File: src/rtl/muldiv_if.sv
// muldiv_if: request/response bundle between the execute stage and muldiv_sequencer
interface muldiv_if #(parameter int WIDTH = 32);
   logic             start;
   logic [1:0]       op;
   logic [WIDTH-1:0] operand_a;
   logic [WIDTH-1:0] operand_b;
   logic             flush;
   logic             busy;
   logic             stall;
   logic             done;
   logic [WIDTH-1:0] result;
   logic             div_by_zero;
   modport master (output start, op, operand_a, operand_b, flush,
                   input  busy, stall, done, result, div_by_zero);
   modport slave  (input  start, op, operand_a, operand_b, flush,
                   output busy, stall, done, result, div_by_zero);
endinterface

File: src/rtl/muldiv_sequencer.sv
// muldiv_sequencer: iterative shift-add multiplier and restoring divider for MUL/DIV/REM
module muldiv_sequencer #(
   parameter int WIDTH = 32,
   localparam int CNT_W = $clog2(WIDTH) + 1
) (
   input logic     clk,
   input logic     rst_n,
   muldiv_if.slave bus
);
   typedef enum logic [1:0] {IDLE, CALC, DONE} state_t;
   localparam logic [1:0] OP_MUL = 2'b00;
   localparam logic [1:0] OP_DIV = 2'b01;
   localparam logic [1:0] OP_REM = 2'b10;
   localparam logic [1:0] OP_RSV = 2'b11;
   state_t           state, state_nx;
   logic [1:0]       op_q;
   logic [WIDTH-1:0] mcand, mplier, acc;
   logic [CNT_W-1:0] cnt;
   logic [WIDTH-1:0] result_q;
   logic             dbz_q;
   logic             accept, fast, last, q_bit;
   logic [WIDTH-1:0] rem_sh, acc_nx, mcand_nx, mplier_nx, fast_res;
   assign accept = state == IDLE && bus.start && !bus.flush;
   assign fast   = bus.op == OP_RSV || (bus.op != OP_MUL && bus.operand_b == '0);
   assign last   = cnt == CNT_W'(WIDTH - 1);
   // One iteration step; mcand doubles as dividend and collects quotient bits at its LSB
   always_comb begin
      rem_sh    = {acc[WIDTH-2:0], mcand[WIDTH-1]};
      q_bit     = rem_sh >= mplier;
      acc_nx    = op_q == OP_MUL ? acc + (mplier[0] ? mcand : '0) : (q_bit ? rem_sh - mplier : rem_sh);
      mcand_nx  = op_q == OP_MUL ? mcand << 1 : {mcand[WIDTH-2:0], q_bit};
      mplier_nx = op_q == OP_MUL ? mplier >> 1 : mplier;
      fast_res  = bus.op == OP_DIV ? '1 : bus.op == OP_REM ? bus.operand_a : '0;
   end
   // State register
   always_ff @(posedge clk) state <= !rst_n ? IDLE : state_nx;
   // Next state: flush wins over the final iteration
   always_comb begin
      state_nx = state == IDLE ? (accept ? (fast ? DONE : CALC) : IDLE) :
                 state == CALC ? (bus.flush ? IDLE : (last ? DONE : CALC)) : IDLE;
   end
   // Status outputs; a flush in DONE swallows the pulse
   always_comb begin
      bus.busy        = state == CALC;
      bus.stall       = accept || state == CALC;
      bus.done        = state == DONE && !bus.flush;
      bus.result      = result_q;
      bus.div_by_zero = dbz_q;
   end
   // Operand latch, iteration datapath and result register (written on entry to DONE)
   always_ff @(posedge clk) begin
      if (!rst_n) begin
         op_q     <= '0;
         mcand    <= '0;
         mplier   <= '0;
         acc      <= '0;
         cnt      <= '0;
         result_q <= '0;
         dbz_q    <= 1'b0;
      end else if (accept) begin
         op_q   <= bus.op;
         mcand  <= bus.operand_a;
         mplier <= bus.operand_b;
         acc    <= '0;
         cnt    <= '0;
         if (fast) begin
            result_q <= fast_res;
            dbz_q    <= bus.op != OP_RSV;
         end
      end else if (state == CALC && !bus.flush) begin
         acc    <= acc_nx;
         mcand  <= mcand_nx;
         mplier <= mplier_nx;
         cnt    <= cnt + 1'b1;
         if (last) begin
            result_q <= op_q == OP_DIV ? mcand_nx : acc_nx;
            dbz_q    <= 1'b0;
         end
      end
   end
endmodule

File: src/flat_wrapper.sv
// flat-port wrapper written by rule: the top's interface ports become plain ports
module muldiv_sequencer_flat 
#(
   parameter int WIDTH = 32,
   localparam int CNT_W = $clog2(WIDTH) + 1
)
  (clk, rst_n, bus_start, bus_op, bus_operand_a, bus_operand_b, bus_flush, bus_busy, bus_stall, bus_done, bus_result, bus_div_by_zero);
  muldiv_if #(.WIDTH(WIDTH)) bus_i ();
  input logic clk;
  input logic rst_n;
  input wire logic [$bits(bus_i.start)-1:0] bus_start;
  input wire logic [$bits(bus_i.op)-1:0] bus_op;
  input wire logic [$bits(bus_i.operand_a)-1:0] bus_operand_a;
  input wire logic [$bits(bus_i.operand_b)-1:0] bus_operand_b;
  input wire logic [$bits(bus_i.flush)-1:0] bus_flush;
  output wire logic [$bits(bus_i.busy)-1:0] bus_busy;
  output wire logic [$bits(bus_i.stall)-1:0] bus_stall;
  output wire logic [$bits(bus_i.done)-1:0] bus_done;
  output wire logic [$bits(bus_i.result)-1:0] bus_result;
  output wire logic [$bits(bus_i.div_by_zero)-1:0] bus_div_by_zero;
  assign bus_i.start = bus_start;
  assign bus_i.op = bus_op;
  assign bus_i.operand_a = bus_operand_a;
  assign bus_i.operand_b = bus_operand_b;
  assign bus_i.flush = bus_flush;
  assign bus_busy = bus_i.busy;
  assign bus_stall = bus_i.stall;
  assign bus_done = bus_i.done;
  assign bus_result = bus_i.result;
  assign bus_div_by_zero = bus_i.div_by_zero;
  muldiv_sequencer #(.WIDTH(WIDTH)) u_core (.clk(clk), .rst_n(rst_n), .bus(bus_i));
endmodule
File: config.mk
export PLATFORM = sky130hd
export DESIGN_NAME = muldiv_sequencer_flat
export DESIGN_NICKNAME = d
export VERILOG_FILES = /design/src/rtl/muldiv_if.sv /design/src/rtl/muldiv_sequencer.sv /design/src/flat_wrapper.sv
export SDC_FILE = /design/constraint.sdc
export NUM_CORES = 1
export LEC_CHECK = 0
export ABC_CLOCK_PERIOD_IN_PS = 2900
export CAP_MARGIN = 5
export CELL_PAD_IN_SITES_DETAIL_PLACEMENT = 1
export CELL_PAD_IN_SITES_GLOBAL_PLACEMENT = 1
export CORE_ASPECT_RATIO = 0.6
export CORE_MARGIN = 2
export CORE_UTILIZATION = 44
export CTS_CLUSTER_SIZE = 12
export DETAILED_ROUTE_END_ITERATION = 12
export DONT_BUFFER_PORTS = 1
export MAX_ROUTING_LAYER = met4
export PLACE_DENSITY = 0.85
export SYNTH_ARGS = -nofsm -noshare
export SYNTH_HDL_FRONTEND = slang
export SYNTH_SLANG_ARGS = --single-unit
File: constraint.sdc
create_clock -name clk -period 2.9 [get_ports clk]
set_input_delay 0 -clock clk [delete_from_list [all_inputs] [get_ports clk]]
set_output_delay 0 -clock clk [all_outputs]
set_load 0.01 [all_outputs]
==> results of run 1 <==
## metrics by stage
stage | setup WS [ns] | setup TNS (ns) | util, % | hold slack [ns]
3_5_place_dp | -0.6817 | -22.90 | 54.20 | 0.05725
4_1_cts | -0.3045 | -9.190 | 66.11 | 0.01493
2_1_floorplan | -0.01211 | -0.02081 | - | 0.05030
3_3_place_gp | -0.4429 | -13.92 | 54.20 | 0.05480
## repair_timing
item / CTS
pin swaps: 101
hold buffers: 70
gates cloned: 5
buffers inserted: 41
setup endpoints to repair: 64
endpoints found under the hold margin: 101
gates resized for setup: 210
## cells in the mapped netlist, types with 22 or more instances
cell type	instances
sky130_fd_sc_hd__o211ai_1	48
sky130_fd_sc_hd__o211a_1	37
sky130_fd_sc_hd__ha_1	65
sky130_fd_sc_hd__o21ai_0	79
sky130_fd_sc_hd__a221oi_1	26
sky130_fd_sc_hd__a21oi_1	108
sky130_fd_sc_hd__xor2_1	30
sky130_fd_sc_hd__and2_1	38
sky130_fd_sc_hd__inv_1	49
sky130_fd_sc_hd__o21ai_1	22
sky130_fd_sc_hd__dfxtp_1	139
sky130_fd_sc_hd__nand3_1	34
sky130_fd_sc_hd__a22oi_1	31
sky130_fd_sc_hd__clkbuf_1	78
sky130_fd_sc_hd__xnor2_1	27
sky130_fd_sc_hd__nor2_1	71
sky130_fd_sc_hd__a21boi_0	35
sky130_fd_sc_hd__a21o_1	22
sky130_fd_sc_hd__nand2_1	171
## layer usage
metal | global-route usage [%] | GRT overflow
met5 | - | -
met4 | 81.98 | 17
met3 | 59.90 | 0
met2 | 94.12 | 14
met1 | 77.11 | 0
## cell families after synthesis
family | after synthesis | share of synthesized area, %
buffers and inverters | 146 | 5.773
muxes | 19 | 1.920
and+or+nand+nor | 405 | 18.39
adders and majority gates | 67 | 8.237
AOI/OAI and AO/OA | 511 | 34.00
DFF | 139 | 26.86
xor gates and xnor gates | 57 | 4.819
==> summary.md, run 1 <==
| Metric | Value |
|---|---|
| Predominant post-synthesis flop cell | `sky130_fd_sc_hd__dfxtp_1` |
| Final RePlAce weighted congestion | `0.9502` |
| Part of the Yosys area used for sequential elements | `26.86%` |
| Detail Placement HPWL | `between 30 and 40 mm` |
| Placed inst area | `12510 µm²` |
| Synth Area per Inst | `7.708 µm²` |
| Synth Net Count | `1481` |
| Htree depth | `4` |
| Number of buffers on the longest clock path | `2` |
| Stage at which the flow ended | `global routing (5_1_grt)` |
| Main area contributors after synthesis | `sky130_fd_sc_hd__dfxtp_1, sky130_fd_sc_hd__ha_1, sky130_fd_sc_hd__nand2_1` |
| Count of buffers inserted at the top-level ports | `0` |
| Clock buffers created by TritonCTS | `17` |
| Count of state elements after synthesis | `~140` |
| Overflow after GRT | `31` |
| Fraction of post-synthesis cell area in the top cell type by area | `26.86%` |
| Post-synth design cell area | `10360 µm²` |
| Gate Count Post-Synth | `1344` |
| Largest net degree at the start of global routing | `slightly above 100` |
| Antenna violations before repair | `7` |
| Die W | `202.1 µm` |
| Root Driver | `sky130_fd_sc_hd__clkbuf_16` |
| Effective utilization at floorplan | `44.89%` |
| Number of cells in the design after placement | `1834` |
| Synth warn | `0` |
| Number of flops mapped to enable cells by yosys | `0` |
| Status | `aborted with a tool error` |
| Number of top-level design ports | `106` |
| Clock sink total | `139` |
| Post-synthesis async set-or-reset flop share | `0%` |
| Yosys top cell by area | `sky130_fd_sc_hd__dfxtp_1` |
| Standard-cell rows | `43` |
| Error message | `[ERROR GRT-0232] Routing congestion too high. Check the congestion heatmap in the GUI.` |
| Global routing usage summed across all routing layers | `around 80%` |
| Worst endpoint, post-GRT repair | `u_core.acc[20]$_SDFFE_PP0P_/D` |
| Vertical die dimension | `122.9 µm` |
| Worst endpoint type | `sequential cell input` |
| Netlist cell types | `79` |
==> inputs of run 2 (changes only) <==
Settings changed: ABC_CLOCK_PERIOD_IN_PS 2900 to 3800, CELL_PAD_IN_SITES_DETAIL_PLACEMENT 1 to not set, CELL_PAD_IN_SITES_GLOBAL_PLACEMENT 1 to not set, CORE_ASPECT_RATIO 0.6 to not set, CORE_UTILIZATION 44 to 40, CTS_CLUSTER_SIZE 12 to not set, MAX_ROUTING_LAYER met4 to not set, PLACE_DENSITY 0.85 to not set, PLACE_DENSITY_LB_ADDON set to 0.15.
Clock period 2.9 ns to 3.8 ns, I/O delays scaled along.
==> summary.md, run 2 <==
| Metric | Value |
|---|---|
| Netlist cell types | `79 (unchanged)` |
| Fraction of post-synthesis cell area in the top cell type by area | `26.86% (unchanged)` |
| Effective utilization at floorplan | `40.91% (-4.0 points)` |
| Finish-stage setup viols | `0` |
| Count of buffers inserted at the top-level ports | `0 (unchanged)` |
| Synth warn | `0 (unchanged)` |
| Number of nets in the final layout | `1503` |
| Post-synthesis async set-or-reset flop share | `0% (unchanged)` |
| Adder-cell share of the synthesized area | `8.237% (unchanged)` |
| CTS clk-pin slew, worst paths | `0.07 ns` |
| Standard-cell rows | `58 (+35%)` |
| Critical path class | `flop to flop` |
| Clock latency on the worst-skew pair | `0.44 ns` |
| Worst Path Max Fanout | `31` |
| Post-route design area | `11960 µm²` |
| Power per unit of standard cell area | `367.3 nW/µm²` |
| Clock sink total | `139 (unchanged)` |
| Cell seen most often among critical-path stages | `sky130_fd_sc_hd__a21o_1` |
| Vertical die dimension | `164.9 µm (+34%)` |
| Most frequent cells in the layout | `sky130_fd_sc_hd__nand2_1, sky130_fd_sc_hd__dfxtp_1, sky130_fd_sc_hd__a21oi_1` |
| Gate Count Post-Synth | `1344 (unchanged)` |
| Worst supply voltage drop on vdd | `0.2814 mV` |
| Slew at the pin closest to its max-slew limit | `1.034 ns` |
| Detail-routed via count per cell | `approximately 6` |
| Number of flops mapped to enable cells by yosys | `0 (unchanged)` |
| Static Leakage | `4.983 nW` |
| Number of detailed-routing iterations run before antenna repair | `6` |
| Final hold viol count | `0` |
| Core Region | `25330 µm²` |
| Status | `finished clean` |
| Htree depth | `4 (unchanged)` |
| Part of the Yosys area used for sequential elements | `26.86% (unchanged)` |
| Predominant post-synthesis flop cell | `sky130_fd_sc_hd__dfxtp_1` |
| Root Driver | `sky130_fd_sc_hd__clkbuf_16` |
| Global routing usage summed across all routing layers | `26.24%` |
| Unrepaired setup endpoints after global routing | `false` |
| Antenna-violating nets left | `0` |
| Total Negative Setup Slacks | `0 ns` |
| Clock skew after layout | `0.01466 ns` |
| Slowest cell on the critical path | `sky130_fd_sc_hd__a2111o_1` |
| Overflow after GRT | `0` |
| Count of state elements after synthesis | `139 (unchanged)` |
| Highest achievable clock rate | `~290 MHz` |
| Most frequent cell after synthesis | `sky130_fd_sc_hd__nand2_1` |
| Die W | `164.9 µm (-18%)` |
| Number of top-level design ports | `106 (unchanged)` |
| DR iter-0 viols | `about 970` |
| Combinational family with the most area after synthesis | `compound AO/OA/AOI/OAI gates` |
| Area fraction in and, or, nand and nor cells after synthesis | `18.39% (unchanged)` |
| Post-synthesis mux area share | `1.920% (unchanged)` |
| Average wire per standard cell | `approximately 21 µm` |
| Main area contributors after synthesis | `sky130_fd_sc_hd__dfxtp_1, sky130_fd_sc_hd__ha_1, sky130_fd_sc_hd__nand2_1` |
| Number of max-cap violations | `0` |
| Wire length of the first global-routing pass | `54.37 mm` |
| Pre-CTS setup slack | `0.3588 ns (+1.040 ns)` |
| Cell Chain, Critical Path | `buf_4, and2_1, ha_1, and4_4, a21o_1, a2111o_1, a21oi_2, o21bai_1, a21o_1, a41oi_2, xnor2_1, a211o_1, a21oi_1` |
| Area fraction in compound gates after synthesis | `34.00% (unchanged)` |
| Die area | `between 20000 and 30000 µm²` |
| Placed inst area | `10650 µm² (-15%)` |
| Post-route DRC violation count | `0` |
| Max-slew headroom | `between 30 and 40%` |
| Clock buffers created by TritonCTS | `17 (unchanged)` |
| Largest net degree at the start of global routing | `approximately 100` |
| Final critical path time including I/O delays and setup | `3.457 ns` |
| Post-layout power | `4.394 mW` |
| Number of max-slew violations in the final report | `0` |
| Number of buffers on the longest clock path | `2 (unchanged)` |
| Antenna violations before repair | `5` |
| Detail Placement HPWL | `25.92 mm (-19%)` |
| Worst hold-check path type | `primary input to flop` |
| Post-CTS setup buffer count | `0 (-100%)` |
| Vias | `~10000` |
| Xor and xnor area share after synthesis | `4.819% (unchanged)` |
| Yosys top cell by area | `sky130_fd_sc_hd__dfxtp_1` |
| Launching element type of the critical path | `flop` |
| Synth Net Count | `1481 (unchanged)` |
| Clock tree from TritonCTS | `built` |
| Detailed Route WL | `35.63 mm` |
| Area added between synthesis and finish | `15.47%` |
| Synth cell count leaders | `sky130_fd_sc_hd__nand2_1, sky130_fd_sc_hd__dfxtp_1, sky130_fd_sc_hd__a21oi_1` |
| Post-layout worst setup margin | `around 0.34 ns` |
| Data required time of the worst path | `4.16 ns` |
| Vias in the first global route | `between 9000 and 10000` |
| Kind of capture point of the worst setup path | `flop` |
| Fraction of layout cells with a size suffix above 1 | `6.817%` |
| Commonest non-fill, non-tap cell in the layout | `sky130_fd_sc_hd__nand2_1` |
| Arrival time at the worst endpoint | `3.82 ns` |
| Post-synth design cell area | `10360 µm² (unchanged)` |
| Critical Path Max Stage Delay | `between 0.4 and 0.5 ns` |
| Part of the cycle the worst path needs | `90.97%` |
| Synth Area per Inst | `7.708 µm² (unchanged)` |
| Final RePlAce weighted congestion | `0.9423 (-0.83%)` |
==> run 2: area by class of cell <==
class                      count  area (µm²)
inverter                      49       183.9
clock buffer                  18       429.2
tap                          330       412.9
timing repair buffer         100       955.9
fill                        2572       13360
antenna                        2       5.005
multi-input combinational   1059        7033
sequential                   139        2783
clock inverter                14       160.2
==> run 2: final timing paths <==
path	start	endpoint	slack [ns]	cells after the start
max	u_core.mplier[0]	u_core.bus.result[31]	0.34	13
max reg2reg	u_core.mplier[0]	u_core.bus.result[31]	0.34	13
min reg2reg	u_core.cnt[1]	u_core.cnt[1]	0.48	2
min	bus_op[0]	u_core.state[0]	0.03	4
==> run 2: report_power, final <==
part | leakage [nW] | internal (mW) | switching, mW | total (mW)
Sequential | 1.13 | 1.54 | 0.0803 | 1.62
Clock | 0.286 | 0.982 | 0.766 | 1.75
Combinational | 3.56 | 0.394 | 0.636 | 1.03
==> run 2: kinds of logic after synthesis <==
group           count (synthesis)
simple gates                  405
mux                            19
fa+ha+maj                      67
xor+xnor                       57
buf+inv                       146
compound gates                511
flops                         139
==> run 2: critical path: cells and delay by family (launching register included) <==
| kind | cells | cell delay, ns |
|---|---|---|
| and+or+nand+nor | 2 | 0.44 |
| AOI/OAI and AO/OA | 8 | 1.84 |
| buffers and inverters | 1 | 0.32 |
| DFF | 1 | 0.39 |
| adders and majority gates | 1 | 0.28 |
| xor gates and xnor gates | 1 | 0.11 |
==> run 2: layer usage <==
layer | part of all wire (%) | routed length, µm | up-vias | track usage [%]
met1 | 49 | 17550 | 4802 | 39.38
met3 | 8.1 | 2884 | 34 | 5.475
met2 | 41 | 14650 | 377 | 38.15
li1 | - | - | 5014 | -
met4 | 1.6 | 553 | 0 | 5.929
met5 | 0 | 0 | - | 0
==> run 2: repair_timing <==
item                                    in CTS  in global routing
resized for setup                            0                  1
hold buffers                                70                  0
hold endpoints to repair                   103                  0
endpoints found under the setup margin       0                  3
==> run 2: through the flow <==
stage	hold WS (ns)	utilization, %	std cells
final	0.02686	47.23	1711
after global routing	0.05781	47.22	1710
after CTS	0.02414	47.20	1709
after detailed placement	0.05578	42.04	1607
after global placement	0.05607	42.04	1607
after floorplan	0.05030	-	1344
(Power assumes the default switching activity.)
==> inputs of run 3 (changes only) <==
Settings changed: BUFFER_PORTS_ARGS set to -buffer_cell sky130_fd_sc_hd__buf_2, DONT_BUFFER_PORTS 1 to not set.
==> summary.md, run 3 (synthesis gave the netlist of run 2 again) <==
| Metric | Value |
|---|---|
| Critical path's top delay family | `compound AO/OA/AOI/OAI gates` |
| Post-layout worst setup margin | `0.3556 ns (+0.01229 ns)` |
| Largest net degree at the start of global routing | `68 (-33%)` |
| CTS clk-pin slew, worst paths | `0.07 ns (about the same)` |
| Clock latency on the worst-skew pair | `0.44 ns (about the same)` |
| Flop2flop setup slack | `0.36 ns (about the same)` |
| Clock skew after layout | `0.01937 ns (+0.004712 ns)` |
| Endpoint of the worst-slack reg-to-reg timing path | `u_core.bus.result[19]` |
| Final hold viol count | `0 (unchanged)` |
| Worst hold-check path type | `primary input to flop` |
| Count of buffers inserted at the top-level ports | `105 (+105)` |
| Htree depth | `4 (unchanged)` |
| Final RePlAce weighted congestion | `0.9069 (-3.8%)` |
| Reg2reg start | `u_core.mcand[31]` |
| Detail-routed via count per cell | `5.810 (-2.8%)` |
| Post-CTS setup buffer count | `0 (unchanged)` |
| Finish-stage setup viols | `0 (unchanged)` |
| Commonest non-fill, non-tap cell in the layout | `sky130_fd_sc_hd__nand2_1` |
| Arrival time at the worst endpoint | `3.78 ns (-0.04 ns)` |
| Static Leakage | `5.387 nW (+8.1%)` |
| Clock buffers created by TritonCTS | `17 (unchanged)` |
| Detail Placement HPWL | `26.08 mm (+0.62%)` |
| Vias | `10499 (+2.7%)` |
| Core Region | `25330 µm² (unchanged)` |
| Number of max-slew violations in the final report | `0 (unchanged)` |
| Combined buffer and inverter count along the critical path | `2 (+1)` |
| Total Negative Setup Slacks | `0 ns (unchanged)` |
| Worst Hold Launch | `bus_operand_b[0]` |
| DR iter-0 viols | `1067 (+10%)` |
| Cell Chain, Critical Path | `inv_1, ha_1, fa_1, nand2b_1, a21o_1, a21oi_2, a21oi_2, o211ai_1, a21o_1, buf_4, mux2_1, mux2i_1, o21ai_1, o211a_1` |
| Data required time of the worst path | `4.13 ns (-0.03 ns)` |
| Detailed Route WL | `35.41 mm (-0.62%)` |
| Met1 usage in global routing | `41.26% (+1.9 points)` |
| Status | `finished clean` |
| Clock sink total | `139 (unchanged)` |
| Number of nets in the final layout | `1601 (+6.5%)` |
| Unrepaired setup endpoints after global routing | `false` |
| Final critical path time including I/O delays and setup | `3.444 ns (-0.01229 ns)` |
| Antenna violations before repair | `1 (-4)` |
| Most congested layer reported by global routing | `met1` |
| Critical Path Max Stage Delay | `0.38 ns (-0.03 ns)` |
| Pre-CTS setup slack | `0.3414 ns (-0.01733 ns)` |
| Number of cell instances on the worst register-to-register path | `14 (+1)` |
| Clock tree from TritonCTS | `built` |
| Instance count along the most critical hold path | `4 (unchanged)` |
| Number of detailed-routing iterations run before antenna repair | `5 (-1)` |
| Die W | `164.9 µm (unchanged)` |
| Overflow after GRT | `0 (unchanged)` |
| Effective utilization at floorplan | `40.91% (unchanged)` |
| Vias in the first global route | `9625 (+2.1%)` |
| Post-route DRC violation count | `0 (unchanged)` |
| Slew at the pin closest to its max-slew limit | `0.9819 ns (-0.05254 ns)` |
| Die area | `27200 µm² (unchanged)` |
| Number of max-cap violations | `0 (unchanged)` |
| Antenna Cells | `0 (-2)` |
| Root Driver | `sky130_fd_sc_hd__clkbuf_16` |
| Slowest cell on the critical path | `sky130_fd_sc_hd__fa_1` |
| Worst Path Max Fanout | `17 (-45%)` |
| Number of top-level design ports | `106 (unchanged)` |
| Global Route met2 Usage | `38.15% (unchanged)` |
| Standard-cell rows | `58 (unchanged)` |
| Part of the cycle the worst path needs | `90.64% (-0.32 points)` |
| Fraction of layout cells with a size suffix above 1 | `13.34% (+6.5 points)` |
| Number of buffers on the longest clock path | `2 (unchanged)` |
| Worst supply voltage drop on vdd | `0.2815 mV (about the same)` |
| Area added between synthesis and finish | `19.41%` |
| Fillers | `2477 (-3.7%)` |
| Highest achievable clock rate | `290.3 MHz (+0.36%)` |
| Antenna-violating nets left | `0 (unchanged)` |
| Most frequent cells in the layout | `sky130_fd_sc_hd__nand2_1, sky130_fd_sc_hd__dfxtp_1, sky130_fd_sc_hd__a21oi_1` |
| Met3 Resource Use GR | `2.863% (-2.6 points)` |
| Worst-case hold path end point | `u_core.mplier[0]` |
| Launching element type of the critical path | `flop` |
| Critical path class | `flop to flop` |
| Max-slew headroom | `34.54% (+3.8 points)` |
| Kind of capture point of the worst setup path | `flop` |
| Critical path depth in cells | `14 (+1)` |
| Wire length of the first global-routing pass | `55.26 mm (+1.6%)` |
| Global routing usage summed across all routing layers | `26.11% (-0.13 points)` |
| Average wire per standard cell | `19.59 µm (-5.9%)` |
| Vertical die dimension | `164.9 µm (unchanged)` |
| Power per unit of standard cell area | `355.0 nW/µm² (-3.4%)` |
[run 3: changes by cell type in the layout (fill, tap and decap cells not counted), moves of 2 or more]
cell,delta
sky130_fd_sc_hd__buf_2,+105
sky130_fd_sc_hd__clkinv_4,-3
sky130_fd_sc_hd__clkinvlp_4,+3
sky130_fd_sc_hd__diode_2,-2
sky130_fd_sc_hd__dlygate4sd3_1,-5
[run 3: tightest hold or removal path, cell delays in order]
cell and delay [ns]:
sky130_fd_sc_hd__buf_2 0.09, sky130_fd_sc_hd__nand2_1 0.08, sky130_fd_sc_hd__o211ai_1 0.10, sky130_fd_sc_hd__o211a_1 0.16
[run 3: repair_timing]
action                     CTS  global route
hold endpoints to repair    92             0
hold buffers                64             0
setup endpoints to repair    0             1
gates resized for setup      0             1
[run 3: how the worst max path moves through the flow]
stage / from / endpoint / slack, ns
global placement: u_core.mcand[31] / u_core.bus.result[19] / 0.46
finish: u_core.mcand[31] / u_core.bus.result[19] / 0.36
floorplan: u_core.mplier[0] / u_core.bus.result[30] / 0.74
detailed placement: u_core.mcand[31] / u_core.bus.result[19] / 0.34
CTS: u_core.mcand[31] / u_core.bus.result[19] / 0.31
global route: u_core.mcand[0] / u_core.bus.result[30] / 0.04
[run 3: through the flow]
stage / power (mW) / instances / instance area, µm² / utilization, % / hold WS (ns)
5_1_grt: 4.579 / 1807 / 12370 / 48.84 / 0.04942
2_1_floorplan: 2.326 / 1344 / 10360 / - / 0.05030
3_5_place_dp: 2.657 / 1711 / 11150 / 44.02 / 0.2997
4_1_cts: 4.393 / 1807 / 12370 / 48.83 / 0.01388
6_report: 4.391 / 1807 / 12370 / 48.84 / 0.03081
3_3_place_gp: 2.652 / 1711 / 11150 / 44.02 / 0.2972
[run 3: metal layers]
layer	wire (µm)	up-vias	share of wire, %
met5	0	-	0
met4	253	0	0.71
met3	2392	19	6.8
met2	14490	377	41
met1	18280	4905	52
li1	-	5198	-
[run 3: area by class of cell]
type                       instances  area (µm²)  area share, %
sequential                       139        2783          22.49
multi-input combinational       1059        7030          56.83
clock inverter                    14       137.6          1.113
inverter                          49       183.9          1.487
timing repair buffer             198        1384          11.19
tap                              330       412.9          3.338
clock buffer                      18       439.2          3.550
[run 3: where the power goes]
part / total (mW) / switching [mW] / internal [mW]
combinational: 1.10 / 0.671 / 0.429
clock: 1.69 / 0.758 / 0.933
sequential: 1.60 / 0.0640 / 1.54
total: 4.39 / 1.49 / 2.90
